## src/rtl/ws_video_pkg.sv

```systemverilog
// Shared WonderSwan video constants, window-offset helper and rotation mode.
// Imported by the frame-buffer read address generator and its sub-blocks.
package ws_video_pkg;

    localparam int SRC_W = 224;
    localparam int SRC_H = 144;

    // Offset that centres a window of size win inside an active area of size frame
    function automatic int center_off(input int frame, input int win);
        return (frame - win) / 2;
    endfunction

    // Default geometry for a 720x480 output
    localparam int LAND_HOFF = center_off(720, SRC_W * 3);
    localparam int LAND_VOFF = center_off(480, SRC_H * 3);
    localparam int ROT_HOFF  = center_off(720, SRC_H * 2);
    localparam int ROT_VOFF  = center_off(480, SRC_W * 2);

    typedef enum logic {
        ROT_LANDSCAPE = 1'b0,
        ROT_PORTRAIT  = 1'b1
    } rot_mode_t;

endpackage

```

## src/rtl/ws_scale_stepper.sv

```systemverilog
// Modulo-scale sub-counter for one raster axis.
// Ports: clk, rst_n, clr/load (restart at 0), en (advance), scale, step (last slot of group).
module ws_scale_stepper #(
    parameter int SW = 4
) (
    input  logic          clk,
    input  logic          rst_n,
    input  logic          clr,
    input  logic          load,
    input  logic          en,
    input  logic [SW-1:0] scale,
    output logic          step
);

    logic [SW-1:0] cnt;

    assign step = en && (cnt == scale - SW'(1));

    always_ff @(posedge clk or negedge rst_n) begin
        if (!rst_n) begin
            cnt <= '0;
        end else if (clr || load) begin
            cnt <= '0;
        end else if (en) begin
            cnt <= step ? '0 : cnt + SW'(1);
        end
    end

endmodule

```

## src/rtl/ws_fb_read_addr_gen.sv

```systemverilog
// Frame-buffer read address generator for the HDMI path: raster tracking plus scaled window mapping.
// Ports: clk, rst_n, sync_in, rot -> rd_addr, rd_en, in_window, frame_start, line_start (1-cycle latency).
module ws_fb_read_addr_gen #(
    parameter int FRAMEWIDTH  = 720,
    parameter int FRAMEHEIGHT = 480,
    parameter int TOTALWIDTH  = 858,
    parameter int TOTALHEIGHT = 525,
    parameter int SCALE       = 3,
    parameter int SCALEROT    = 2,
    parameter int SRC_W       = ws_video_pkg::SRC_W,
    parameter int SRC_H       = ws_video_pkg::SRC_H,
    parameter int ADDR_W      = 15
) (
    input  logic              clk,
    input  logic              rst_n,
    input  logic              sync_in,
    input  logic              rot,
    output logic [ADDR_W-1:0] rd_addr,
    output logic              rd_en,
    output logic              in_window,
    output logic              frame_start,
    output logic              line_start
);

    import ws_video_pkg::*;

    localparam int HW = $clog2(TOTALWIDTH);
    localparam int VW = $clog2(TOTALHEIGHT);

    localparam int L_WW   = SRC_W * SCALE;
    localparam int L_WH   = SRC_H * SCALE;
    localparam int R_WW   = SRC_H * SCALEROT;
    localparam int R_WH   = SRC_W * SCALEROT;
    localparam int L_HOFF = center_off(FRAMEWIDTH, L_WW);
    localparam int L_VOFF = center_off(FRAMEHEIGHT, L_WH);
    localparam int R_HOFF = center_off(FRAMEWIDTH, R_WW);
    localparam int R_VOFF = center_off(FRAMEHEIGHT, R_WH);

    logic [HW-1:0]     h, hoff, hend, hpre;
    logic [VW-1:0]     v, voff, vend;
    logic [3:0]        scale;
    rot_mode_t         rot_q;
    logic              portrait, h_last, v_last, in_h, in_v, win;
    logic              h_load, v_load, v_en, h_step, v_step;
    logic [ADDR_W-1:0] base, addr_run;

    assign portrait = (rot_q == ROT_PORTRAIT);

    always_comb begin
        hoff  = HW'(L_HOFF);
        hend  = HW'(L_HOFF + L_WW);
        voff  = VW'(L_VOFF);
        vend  = VW'(L_VOFF + L_WH);
        scale = 4'(SCALE);
        if (portrait) begin
            hoff  = HW'(R_HOFF);
            hend  = HW'(R_HOFF + R_WW);
            voff  = VW'(R_VOFF);
            vend  = VW'(R_VOFF + R_WH);
            scale = 4'(SCALEROT);
        end
    end

    assign hpre   = hoff - HW'(1);
    assign h_last = (h == HW'(TOTALWIDTH - 1));
    assign v_last = (v == VW'(TOTALHEIGHT - 1));
    assign in_h   = (h >= hoff) && (h < hend);
    assign in_v   = (v >= voff) && (v < vend);
    assign win    = in_h && in_v;

    // Line base is settled at h=0; the pixel run loads it just before the
    // window edge, so the window must start at h >= 2.
    assign v_load = (h == '0) && (v == voff);
    assign v_en   = (h == '0) && (v > voff) && (v < vend);
    assign h_load = (h == hpre);

    always_ff @(posedge clk or negedge rst_n) begin
        if (!rst_n) begin
            h <= '0;
            v <= '0;
        end else if (sync_in) begin
            h <= '0;
            v <= '0;
        end else if (h_last) begin
            h <= '0;
            v <= v_last ? '0 : v + VW'(1);
        end else begin
            h <= h + HW'(1);
        end
    end

    always_ff @(posedge clk or negedge rst_n) begin
        if (!rst_n) begin
            rot_q <= ROT_LANDSCAPE;
        end else if ((h == '0) && (v == '0)) begin
            rot_q <= rot_mode_t'(rot);
        end
    end

    ws_scale_stepper #(.SW(4)) u_h_step (
        .clk   (clk),
        .rst_n (rst_n),
        .clr   (sync_in),
        .load  (h_load),
        .en    (win),
        .scale (scale),
        .step  (h_step)
    );

    ws_scale_stepper #(.SW(4)) u_v_step (
        .clk   (clk),
        .rst_n (rst_n),
        .clr   (sync_in),
        .load  (v_load),
        .en    (v_en),
        .scale (scale),
        .step  (v_step)
    );

    // Portrait walks source columns: base moves by -1 per row group,
    // pixels advance a whole source line per column group.
    always_ff @(posedge clk or negedge rst_n) begin
        if (!rst_n) begin
            base     <= '0;
            addr_run <= '0;
        end else if (sync_in) begin
            base     <= '0;
            addr_run <= '0;
        end else begin
            if (v_load) begin
                base <= portrait ? ADDR_W'(SRC_W - 1) : '0;
            end else if (v_en && v_step) begin
                base <= portrait ? base - ADDR_W'(1) : base + ADDR_W'(SRC_W);
            end
            if (h_load) begin
                addr_run <= base;
            end else if (win && h_step) begin
                addr_run <= portrait ? addr_run + ADDR_W'(SRC_W)
                                     : addr_run + ADDR_W'(1);
            end
        end
    end

    always_ff @(posedge clk or negedge rst_n) begin
        if (!rst_n) begin
            rd_addr     <= '0;
            rd_en       <= 1'b0;
            frame_start <= 1'b0;
            line_start  <= 1'b0;
        end else begin
            rd_en       <= win && !sync_in;
            frame_start <= (h == '0) && (v == '0);
            line_start  <= (h == '0);
            if (win && !sync_in) begin
                rd_addr <= addr_run;
            end
        end
    end

    assign in_window = rd_en;

endmodule

```

## config.mk

```make
export PLATFORM = sky130hd
export DESIGN_NAME = ws_fb_read_addr_gen
export DESIGN_NICKNAME = d
export VERILOG_FILES = /design/src/rtl/ws_video_pkg.sv /design/src/rtl/ws_scale_stepper.sv /design/src/rtl/ws_fb_read_addr_gen.sv
export SDC_FILE = /design/constraint.sdc
export NUM_CORES = 1
export LEC_CHECK = 0
export BUFFER_PORTS_ARGS = -buffer_cell sky130_fd_sc_hd__buf_4
export CAP_MARGIN = 5
export CORE_ASPECT_RATIO = 1.5
export CORE_MARGIN = 2
export CORE_UTILIZATION = 34
export CTS_CLUSTER_SIZE = 16
export DETAILED_ROUTE_END_ITERATION = 8
export GPL_TIMING_DRIVEN = 0
export PLACE_DENSITY_LB_ADDON = 0.25
export SLEW_MARGIN = 20
export SYNTH_ARGS = -nofsm -noshare
export SYNTH_HDL_FRONTEND = slang
export SYNTH_SLANG_ARGS = --single-unit
```

## constraint.sdc

```tcl
create_clock -name clk -period 5.1 [get_ports clk]
set_input_delay 0.255 -clock clk [delete_from_list [all_inputs] [get_ports clk]]
set_output_delay 0.255 -clock clk [all_outputs]
set_load 0.01 [all_outputs]
```

==> qor.csv, run 1 <==
metric,value,unit
final setup fails,0,
Post-Synthesis Cells,488,
GR Util met3,2.53,%
initial cell density of the core,34.4,%
Area Overhead vs Synth,15.0,%
clk_lat worst skew,0.34,ns
Tmin final,3.65,ns
Worst Setup SP,portrait$_DFFE_PN0P_,
net count after synthesis,510,
Slew Limit Fails,0,
drc violations,0,
clk buf depth,2,
WP data required,5.34,ns
Placeable Area,12800,sq um
CP bufs+invs,2,
ratio of cells with drive above 1 in the final layout,11.8,%
Resized cells post-CTS,0,
Worst-path clk slew,0.06,ns
Seq cells post-synth,77,
most frequent cells in the layout,"dfrtp_1 (77), nor2_1 (53), nand2_1 (50)",
antenna-violating nets left,0,
DR WL/cell,15.6,um
first-pass GRT wire length,18000,um
Overall Power,1380,uW
HPWL after DPL,7680,um
# rows,51,
"commonest non-fill, non-tap cell in the layout",dfrtp_1,
Root Driver,clkbuf_16,
Fin. Hold Viols,77,
"Most Used Layer, Global Route",met2,
total gr overflow,0,
Place WS,1.33,ns
grt met1 use,18.1,%
TritonCTS clock tree,yes,
drt total wl,10700,um
post-synthesis async set-or-reset flop share,100,%
crit-path cells,inv_1 -> clkbuf_1 -> ha_1 -> nor2b_1 -> o311ai_0 -> o2111a_2 -> nand2_1 -> o21ai_2 -> nor2_1 -> a311oi_1,
TritonCTS Buffers,9,
cell area after synthesis,4420,sq um
detailed router's first-iteration violation count,134,
die height,144,um
class of the worst hold path,input port to async pin,
CP peak stage delay,0.60,ns
CTS Sinks,77,
initial antenna violation count,0,
cell depth of the worst flop-to-flop path,10,
Post-CTS Hold Buffers,0,
Worst Path Arrival,3.89,ns
worst reg2reg setup slack,1.45,ns
Slew HR,47.9,%
RSZ-0062 raised after global routing,no,
DIE AREA,13900,sq um
IO buf count,22,
"Worst Setup Slack, final",1.45,ns
P_leak,0.00225,uW
total track usage,16.2,%
critical path peak fanout,14,
ant diodes,0,
WHS,-0.0468,ns
Max Clock Skew,0.00705,ns
reg2reg end,addr_run[1]$_DFFE_PN0P_,
M2 GR Usage,29.5,%
status,finished with violations,
Mapped Avg Cell Area,9.05,sq um
largest net degree at the start of global routing,78,
Worst Max-Slew Pin Slew,0.782,ns
PD cells,272,nW/um^2
post-synthesis sequential area ratio,43.6,%
startpoint types,flop,
Die X,97.1,um
total number of yosys warnings,0,
worst reg2reg startpoint,portrait$_DFFE_PN0P_,
# IOs,23,
Peak Freq,274,MHz
synth unique cells,53,
WP depth,10,
vias per inst,5.35,
vias,3668,
main flop type after synthesis,dfrtp_1,
H-Tree Depth,3,
Finished Core Util,39.6,%
worst setup path class,flop to flop,
crit path capture,addr_run[1]$_DFFE_PN0P_,
Max-Cap Viols,0,
vias in the first global route,3764,
# nets final,543,
critical path's slowest cell,clkbuf_1,
Crit path max-delay family,compound AO/OA/AOI/OAI gates,
setup_tns,0,ns
Max rail drop VDD,0.000144,V
failing checks,hold timing,
Worst setup EP type,flop,
GPL Wtd Cong,0.830,
Tcrit/Tclk final,71.6,%
"EDFF count, synth",0,
buffer count from post-CTS setup fixing,0,
TritonRoute pass-1 iters,5,
-- registers in the layout (all words and copies together) (netlist names) --
register,count
frame_start,1
addr_run,15
in_window,1
base,15
u_v_step.cnt,4
v,10
rd_addr,15
h,10
u_h_step.cnt,4
line_start,1
portrait,1
-- cells in the mapped netlist (6+ instances only) --
cell / n / area (sq um)
dfrtp_1: 77 / 1930
nor2_1: 53 / 199
nand2_1: 50 / 188
o21ai_0: 36 / 180
inv_1: 20 / 75.1
nor3_1: 20 / 100
nand3_1: 19 / 95.1
ha_1: 18 / 225
a21oi_1: 16 / 80.1
clkbuf_1: 16 / 60.1
xnor2_1: 16 / 140
xor2_1: 15 / 131
a211oi_1: 13 / 97.6
mux2_2: 12 / 135
and3_1: 11 / 68.8
or3_1: 10 / 62.6
nand2b_1: 9 / 56.3
nand4_1: 6 / 37.5
or4_1: 6 / 45.0
-- metal layers --
metal	part of all wire, %	vias up
li1	-	1797
met1	42	1774
met2	52	76
met3	3.1	21
met4	3.2	0
met5	0	-
-- where the power goes --
part / total [uW] / switching, uW / leakage [uW] / internal, uW
clock network: 642 / 251 / 0.000143 / 391
registers: 624 / 6.63 / 0.00107 / 617
logic: 115 / 79.9 / 0.00104 / 35.6
-- worst min-delay path by stage --
stage,from,end,depth (start not counted)
4_1_cts,rot,portrait$_DFFE_PN0P_,3
6_report,rst_n,in_window$_DFF_PN0_,1
3_3_place_gp,rd_addr[11]$_DFFE_PN0P_,rd_addr[11]$_DFFE_PN0P_,2
5_1_grt,rst_n,rd_addr[8]$_DFFE_PN0P_,1
3_5_place_dp,rot,portrait$_DFFE_PN0P_,3
2_1_floorplan,rst_n,addr_run[0]$_DFFE_PN0P_,0
-- metrics by stage --
step	hold slack, ns	cell area [sq um]	cells
floorplan	-0.0406	4420	488
global placement	0.471	4780	669
detailed placement	0.467	4780	669
CTS	0.108	5080	685
global route	0.0213	5080	685
finish	-0.0468	5080	685
-- cell type report --
type                       count  area (sq um)
fill                        1263          7750
multi-input combinational    369          2320
sequential                    77          1930
clock buffer                  12           246
tap                          159           199
timing repair buffer          22           169
buffer                        22          98.8
inverter                      20          75.1
clock inverter                 4          47.5
-- logic make-up after synthesis --
group                      after synthesis  synth area share [%]
DFF                                     77                  43.6
adders and majority gates               18                  5.10
and+or+nand+nor                        209                  23.8
xor gates and xnor gates                31                  6.15
AOI/OAI and AO/OA                       96                  13.7
muxes                                   15                  3.74
buffers and inverters                   42                  3.94
No activity file was read; power rests on OpenSTA's default activity.
==> inputs of run 2 (changes only) <==
- ABC_AREA: default -> 1
- clock period: 5.1 -> 3.05 ns (I/O delays scaled with it)
==> run 2 against run 1 <==
  * The run now ends clean
  * Fmax is 32% higher
  * Largest cell class unchanged
  * Global-route usage up 1.4 points
  * Worst hold slack better by 0.094 ns
  * Critical endpoint is now rd_addr[10]$_DFFE_PN0P_
==> qor.csv, run 2 <==
metric,value,unit,change
clk_lat worst skew,0.34,ns,about the same
CP bufs+invs,6,,+4
# nets final,745,,+37%
"Worst Setup Slack, final",0.293,ns,-1.16 ns
worst setup path class,flop to flop,,
initial cell density of the core,34.7,%,+0.21 points
"EDFF count, synth",0,,unchanged
Max rail drop VDD,0.000286,V,+99%
vias,4654,,+27%
Fin. Hold Viols,0,,-100%
TritonCTS Buffers,9,,unchanged
Max-Cap Viols,0,,unchanged
Worst-path clk slew,0.06,ns,about the same
vias per inst,5.04,,-5.9%
Slew HR,50.6,%,+2.8 points
largest net degree at the start of global routing,78,,unchanged
share of the synthesized area in the top cell type,38.3,%,-5.3 points
critical path peak fanout,14,,unchanged
# rows,54,,+5.9%
WP data required,3.28,ns,-2.06 ns
status,finished clean,,
Placeable Area,14500,sq um,+13%
Finished Core Util,39.9,%,+0.33 points
synth unique cells,44,,-17%
# IOs,23,,unchanged
PD cells,553,nW/um^2,+100%
Seq cells post-synth,77,,unchanged
first-pass GRT wire length,22100,um,+22%
Synth area leader,dfrtp_1,,
antenna-violating nets left,0,,unchanged
setup_tns,0,ns,unchanged
"commonest non-fill, non-tap cell in the layout",nand2_1,,
total track usage,17.5,%,+1.4 points
GPL Wtd Cong,0.906,,+9.2%
Worst Path Arrival,2.99,ns,-0.90 ns
crit-path cells,buf_2 -> inv_2 -> buf_4 -> ha_1 -> inv_1 -> o21ai_0 -> nand2_1 -> nand2_1 -> a21oi_2 -> and2_4 -> nand2_4 -> buf_8 -> buf_12 -> nand2_4 -> o21ai_2,,
Crit path max-delay family,buffers and inverters,,
cell area after synthesis,5030,sq um,+14%
final setup fails,0,,unchanged
DR WL/cell,14.2,um,-8.9%
"Cell Count, Final, Fillers Out",924,,+35%
P_leak,0.00279,uW,+24%
most frequent cells in the layout,"nand2_1 (178), nor2_1 (78), dfrtp_1 (77)",,
top-count cell post-synth,nand2_1,,
Tcrit/Tclk final,90.4,%,+19 points
Top Registers,"addr_run x15, base x15, rd_addr x15",,
HPWL after DPL,9930,um,+29%
Root Driver,clkbuf_16,,
placed insts,907,,+36%
total gr overflow,0,,unchanged
drt total wl,13200,um,+23%
fill count,1526,,+21%
buffer count from post-CTS setup fixing,0,,unchanged
RSZ-0062 raised after global routing,no,,
commonest cells in the netlist,"nand2_1 (178), nor2_1 (78), dfrtp_1 (77), nand3_1 (72), inv_1 (64)",,
die height,153,um,+6.6%
ant diodes,0,,unchanged
startpoint types,flop,,
Worst setup EP type,flop,,
TritonRoute pass-1 iters,4,,-1
DIE AREA,15800,sq um,+13%
Mapped Avg Cell Area,7.30,sq um,-19%
CP peak stage delay,0.38,ns,-0.22 ns
detailed router's first-iteration violation count,216,,+61%
Area contributors post-synth,"dfrtp_1 (38%), nand2_1 (13%), nand3_1 (7.2%), nor2_1 (5.8%), inv_1 (4.8%)",,
vias in the first global route,4732,,+26%
Area Overhead vs Synth,15.2,%,
total number of yosys warnings,0,,unchanged
Peak Freq,363,MHz,+32%
post-synthesis async set-or-reset flop share,100,%,unchanged
Post-Synthesis Cells,690,,+41%
IO buf count,21,,-4.5%
TritonCTS clock tree,yes,,
Worst Max-Slew Pin Slew,0.741,ns,-0.0413 ns
Final Cell Area,5800,sq um,+14%
critical path's slowest cell,dfrtp_1,,
net count after synthesis,712,,+40%
initial antenna violation count,0,,unchanged
Max Clock Skew,0.00701,ns,-0.0000418 ns
CTS Sinks,77,,unchanged
H-Tree Depth,3,,unchanged
drc violations,0,,unchanged
clk buf depth,2,,unchanged
post-synthesis sequential area ratio,38.3,%,-5.3 points
class of the worst hold path,input port to flop,,
main flop type after synthesis,dfrtp_1,,
placed inst area,5440,sq um,+14%
ratio of cells with drive above 1 in the final layout,13.0,%,+1.3 points
Die X,103,um,+6.5%
Place WS,-0.299,ns,-1.63 ns
Tmin final,2.76,ns,-0.893 ns
Slew Limit Fails,0,,unchanged
run 2: changes by cell type after synthesis, moves of 14 or more:
cell | before | now
xnor2_1 | 16 | 2
a21oi_1 | 16 | 30
nand3_1 | 19 | 72
nor2_1 | 53 | 78
nand2_1 | 50 | 178
inv_1 | 20 | 64
run 2: final cells by class:
cell class                 instances  area (sq um)  share of cell area, %
inverter                          71           267                   4.59
timing repair buffer              22           171                   2.96
sequential                        77          1930                   33.2
buffer                            18           126                   2.18
multi-input combinational        524          2730                   47.0
clock inverter                     7           114                   1.96
clock buffer                       9           225                   3.88
tap                              196           245                   4.23
run 2: per-layer routing:
metal | up-vias | global-route usage [%] | part of all wire (%)
met2 | 100 | 32.3 | 55
met4 | 0 | 8.15 | 2.9
li1 | 2329 | - | -
met3 | 27 | 2.61 | 3.1
met1 | 2198 | 18.9 | 39
met5 | - | 0 | 0
run 2: worst register-to-register path, cell delays in order (launching register included):
cell and delay [ns]:
dfrtp_1 0.38, buf_2 0.20, inv_2 0.24, buf_4 0.29, ha_1 0.27, inv_1 0.05, o21ai_0 0.09, nand2_1 0.10
nand2_1 0.08, a21oi_2 0.25, and2_4 0.24, nand2_4 0.06, buf_8 0.15, buf_12 0.15, nand2_4 0.06, o21ai_2 0.04
run 2: per-stage QoR:
stage	total power [uW]	hold WS, ns
after CTS	3230	0.0436
after global placement	1950	0.393
after floorplan	1750	-0.143
after global routing	3380	0.0556
final	3210	0.0473
after detailed placement	1970	0.394
run 2: logic make-up (layout without fill, tap and decap cells):
family | count (synthesis) | count (layout) | share of synthesized area (%)
xor+xnor | 16 | 16 | 2.78
buf+inv | 89 | 127 | 7.73
simple gates | 385 | 385 | 34.6
compound gates | 105 | 105 | 12.1
flops | 77 | 77 | 38.3
fa+ha+maj | 18 | 18 | 4.47
run 2: power by group:
group | leakage (uW) | internal [uW] | total, uW | switching [uW]
logic | 0.00157 | 261 | 793 | 533
registers | 0.00105 | 1090 | 1180 | 83.2
clock network | 0.000169 | 796 | 1240 | 440
total | 0.00279 | 2150 | 3210 | 1060
run 2: timing repair:
| item | CTS | global route |
|---|---|---|
| hold buffers | 0 | 1 |
| gates resized for setup | 4 | 3 |
| setup endpoints to repair | 46 | 16 |
| hold endpoints to repair | 0 | 77 |
| gates cloned | 0 | 0 |
run 2: worst paths after layout:
path                       cells after the start                   start                      end  slack, ns
max                                           15    portrait$_DFFE_PN0P_  rd_addr[10]$_DFFE_PN0P_       0.29
min                                            3                     rot     portrait$_DFFE_PN0P_       0.05
min reg2reg                                    2  rd_addr[1]$_DFFE_PN0P_   rd_addr[1]$_DFFE_PN0P_       0.48
min in group asynchronous                      2                   rst_n      base[2]$_DFFE_PN0P_       0.43
max in group asynchronous                      2                   rst_n     portrait$_DFFE_PN0P_       2.12
max reg2reg                                   15    portrait$_DFFE_PN0P_  rd_addr[10]$_DFFE_PN0P_       0.29
==> inputs of run 3 (changes only) <==
- ABC_AREA: 1 -> default
- CORE_UTILIZATION: 34 -> 50
==> run 3 against run 2 <==
  * Register-to-register slack worse by 0.15 ns
  * Sequential share of layout area grew 4.7 points
  * Clock skew rose by 0.0027 ns
  * Worst setup slack got worse by 0.15 ns
  * Utilization grew 18 points
  * Sequential cell count is the same
  * Global-route usage is 5.3 points higher
  * Critical path depth fell by 6
==> qor.csv, run 3 (synthesis results as in run 1) <==
metric,value,unit,change
DIE AREA,9620,sq um,-39%
length of routed met2 wiring,5420,um,-25%
cell depth of the worst flop-to-flop path,9,,-6
initial antenna violation count,0,,unchanged
Switching Power,558,uW,-47%
# nets final,546,,-27%
combinational power share,8.7,%,-16 points
Fin. Hold Viols,0,,unchanged
Final Cell Area,5080,sq um,-12%
# rows,42,,-22%
wl on met1,4230,um,-17%
worst setup path class,flop to flop,,
Worst-path clk slew,0.06,ns,about the same
highest metal used,met4,,
status,finished clean,,
initial cell density of the core,50.6,%,+16 points
Tcrit/Tclk final,95.4,%,+5.0 points
Tmin final,2.91,ns,+0.153 ns
Top Registers,"addr_run x15, base x15, rd_addr x15",,
P_leak,0.00227,uW,-19%
HPWL after DPL,7140,um,-28%
# IOs,23,,unchanged
WL met3,342,um,-15%
placed insts,620,,-32%
vias,3696,,-21%
Die X,80.8,um,-22%
Worst Path Arrival,3.11,ns,+0.12 ns
Peak Freq,344,MHz,-5.3%
internal power,1820,uW,-15%
Max-Cap Viols,0,,unchanged
vias in the first global route,3651,,-23%
TritonRoute pass-1 iters,4,,unchanged
clk buf depth,2,,unchanged
clock network fraction of design power,47.4,%,+8.8 points
first-pass GRT wire length,17200,um,-22%
Reg power frac,43.9,%,+7.2 points
final setup fails,0,,unchanged
hold path startpoint,rot,,
PD cells,468,nW/um^2,-15%
detailed router's first-iteration violation count,251,,+16%
antenna-violating nets left,0,,unchanged
vias per inst,5.78,,+15%
GPL Wtd Cong,0.902,,-0.43%
Slew Limit Fails,0,,unchanged
TritonCTS Buffers,9,,unchanged
Worst Max-Slew Pin Slew,0.706,ns,-0.0344 ns
Placeable Area,8720,sq um,-40%
worst reg2reg startpoint,h[1]$_DFF_PN0_,,
ant diodes,0,,unchanged
startpoint types,flop,,
DR WL/cell,16.0,um,+12%
total track usage,22.9,%,+5.3 points
Max rail drop VDD,0.000360,V,+26%
placed inst area,4720,sq um,-13%
Root Driver,clkbuf_16,,
largest net degree at the start of global routing,78,,unchanged
H-Tree Depth,3,,unchanged
reg2reg end,base[8]$_DFFE_PN0P_,,
WP data required,3.25,ns,-0.03 ns
ratio of cells with drive above 1 in the final layout,12.7,%,-0.38 points
critical path peak fanout,9,,-5
switching power share of the total,23.5,%,-9.4 points
CTS Sinks,77,,unchanged
clk_lat worst skew,0.34,ns,about the same
class of the worst hold path,input port to flop,,
die height,119,um,-22%
drc violations,0,,unchanged
Max Clock Skew,0.00968,ns,+0.00267 ns
WHS Path Cells,3,,unchanged
TritonCTS clock tree,yes,,
Area Overhead vs Synth,15.0,%,
IO buf count,22,,+4.8%
Worst setup EP type,flop,,
Worst Setup SP,h[1]$_DFF_PN0_,,
drt total wl,10200,um,-22%
total gr overflow,0,,unchanged
Worst Hold End,portrait$_DFFE_PN0P_,,
worst reg2reg setup slack,0.14,ns,-0.15 ns
Slew HR,52.9,%,+2.3 points
"commonest non-fill, non-tap cell in the layout",dfrtp_1,,
"Cell Count, Final, Fillers Out",639,,-31%
most frequent cells in the layout,"dfrtp_1 (76), nor2_1 (53), nand2_1 (50)",,
run 3: how the worst max path moves through the flow:
stage	slack, ns	depth (start not counted)	endpoint
global placement	-0.58	11	addr_run[14]$_DFFE_PN0P_
detailed placement	-0.60	10	base[8]$_DFFE_PN0P_
global route	-0.04	9	base[8]$_DFFE_PN0P_
CTS	0.1	9	rd_addr[14]$_DFFE_PN0P_
finish	0.14	9	base[8]$_DFFE_PN0P_
floorplan	0.23	11	addr_run[9]$_DFFE_PN0P_
run 3: final cells by class:
| class | instances | area (sq um) |
|---|---|---|
| buffer | 21 | 95.1 |
| inverter | 20 | 78.8 |
| tap | 110 | 138 |
| clock buffer | 12 | 236 |
| multi-input combinational | 369 | 2330 |
| fill | 769 | 3640 |
| timing repair buffer | 26 | 201 |
| sequential | 77 | 1930 |
| clock inverter | 4 | 72.6 |
run 3: per-stage QoR:
stage / TNS, ns / setup slack (ns) / util (%) / hold slack, ns / power (uW)
finish: 0 / 0.140 / 58.3 / 0.0582 / 2380
CTS: 0 / 0.0967 / 57.9 / 0.0222 / 2390
global placement: -19.94 / -0.579 / 54.1 / 0.373 / 1250
global route: -0.0420 / -0.0368 / 58.3 / 0.0540 / 2460
detailed placement: -21.36 / -0.601 / 54.1 / 0.381 / 1250
floorplan: 0 / 0.228 / - / -0.143 / 1180
run 3: per-layer routing:
metal / vias up / GRT usage, %
li1: 1802 / -
met1: 1801 / 27.3
met2: 73 / 40.1
met3: 20 / 4.39
met4: 0 / 8.37
met5: - / 0
run 3: what timing repair did:
item	4_1_cts	5_1_grt
setup endpoints to repair	54	11
buffers inserted	3	0
gates resized for setup	2	3
hold buffers	0	1
hold endpoints to repair	0	77
run 3: worst max-delay path: stages, from the launching register on:
cell	delay, ns
dfrtp_1	0.40
inv_1	0.08
ha_1	0.13
or3b_2	0.49
nor4_1	0.43
o211ai_1	0.37
nor2_1	0.45
o211ai_1	0.19
xor2_1	0.17
nor2_1	0.05
run 3: power by group through the flow:
stage / clock, uW / sequential, uW / combinational, uW
final: 1130 / 1040 / 207
after global routing: 1190 / 1050 / 233
after CTS: 1140 / 1040 / 205
after detailed placement: 0 / 1060 / 190
after global placement: 0 / 1060 / 187
after floorplan: 0 / 1060 / 116
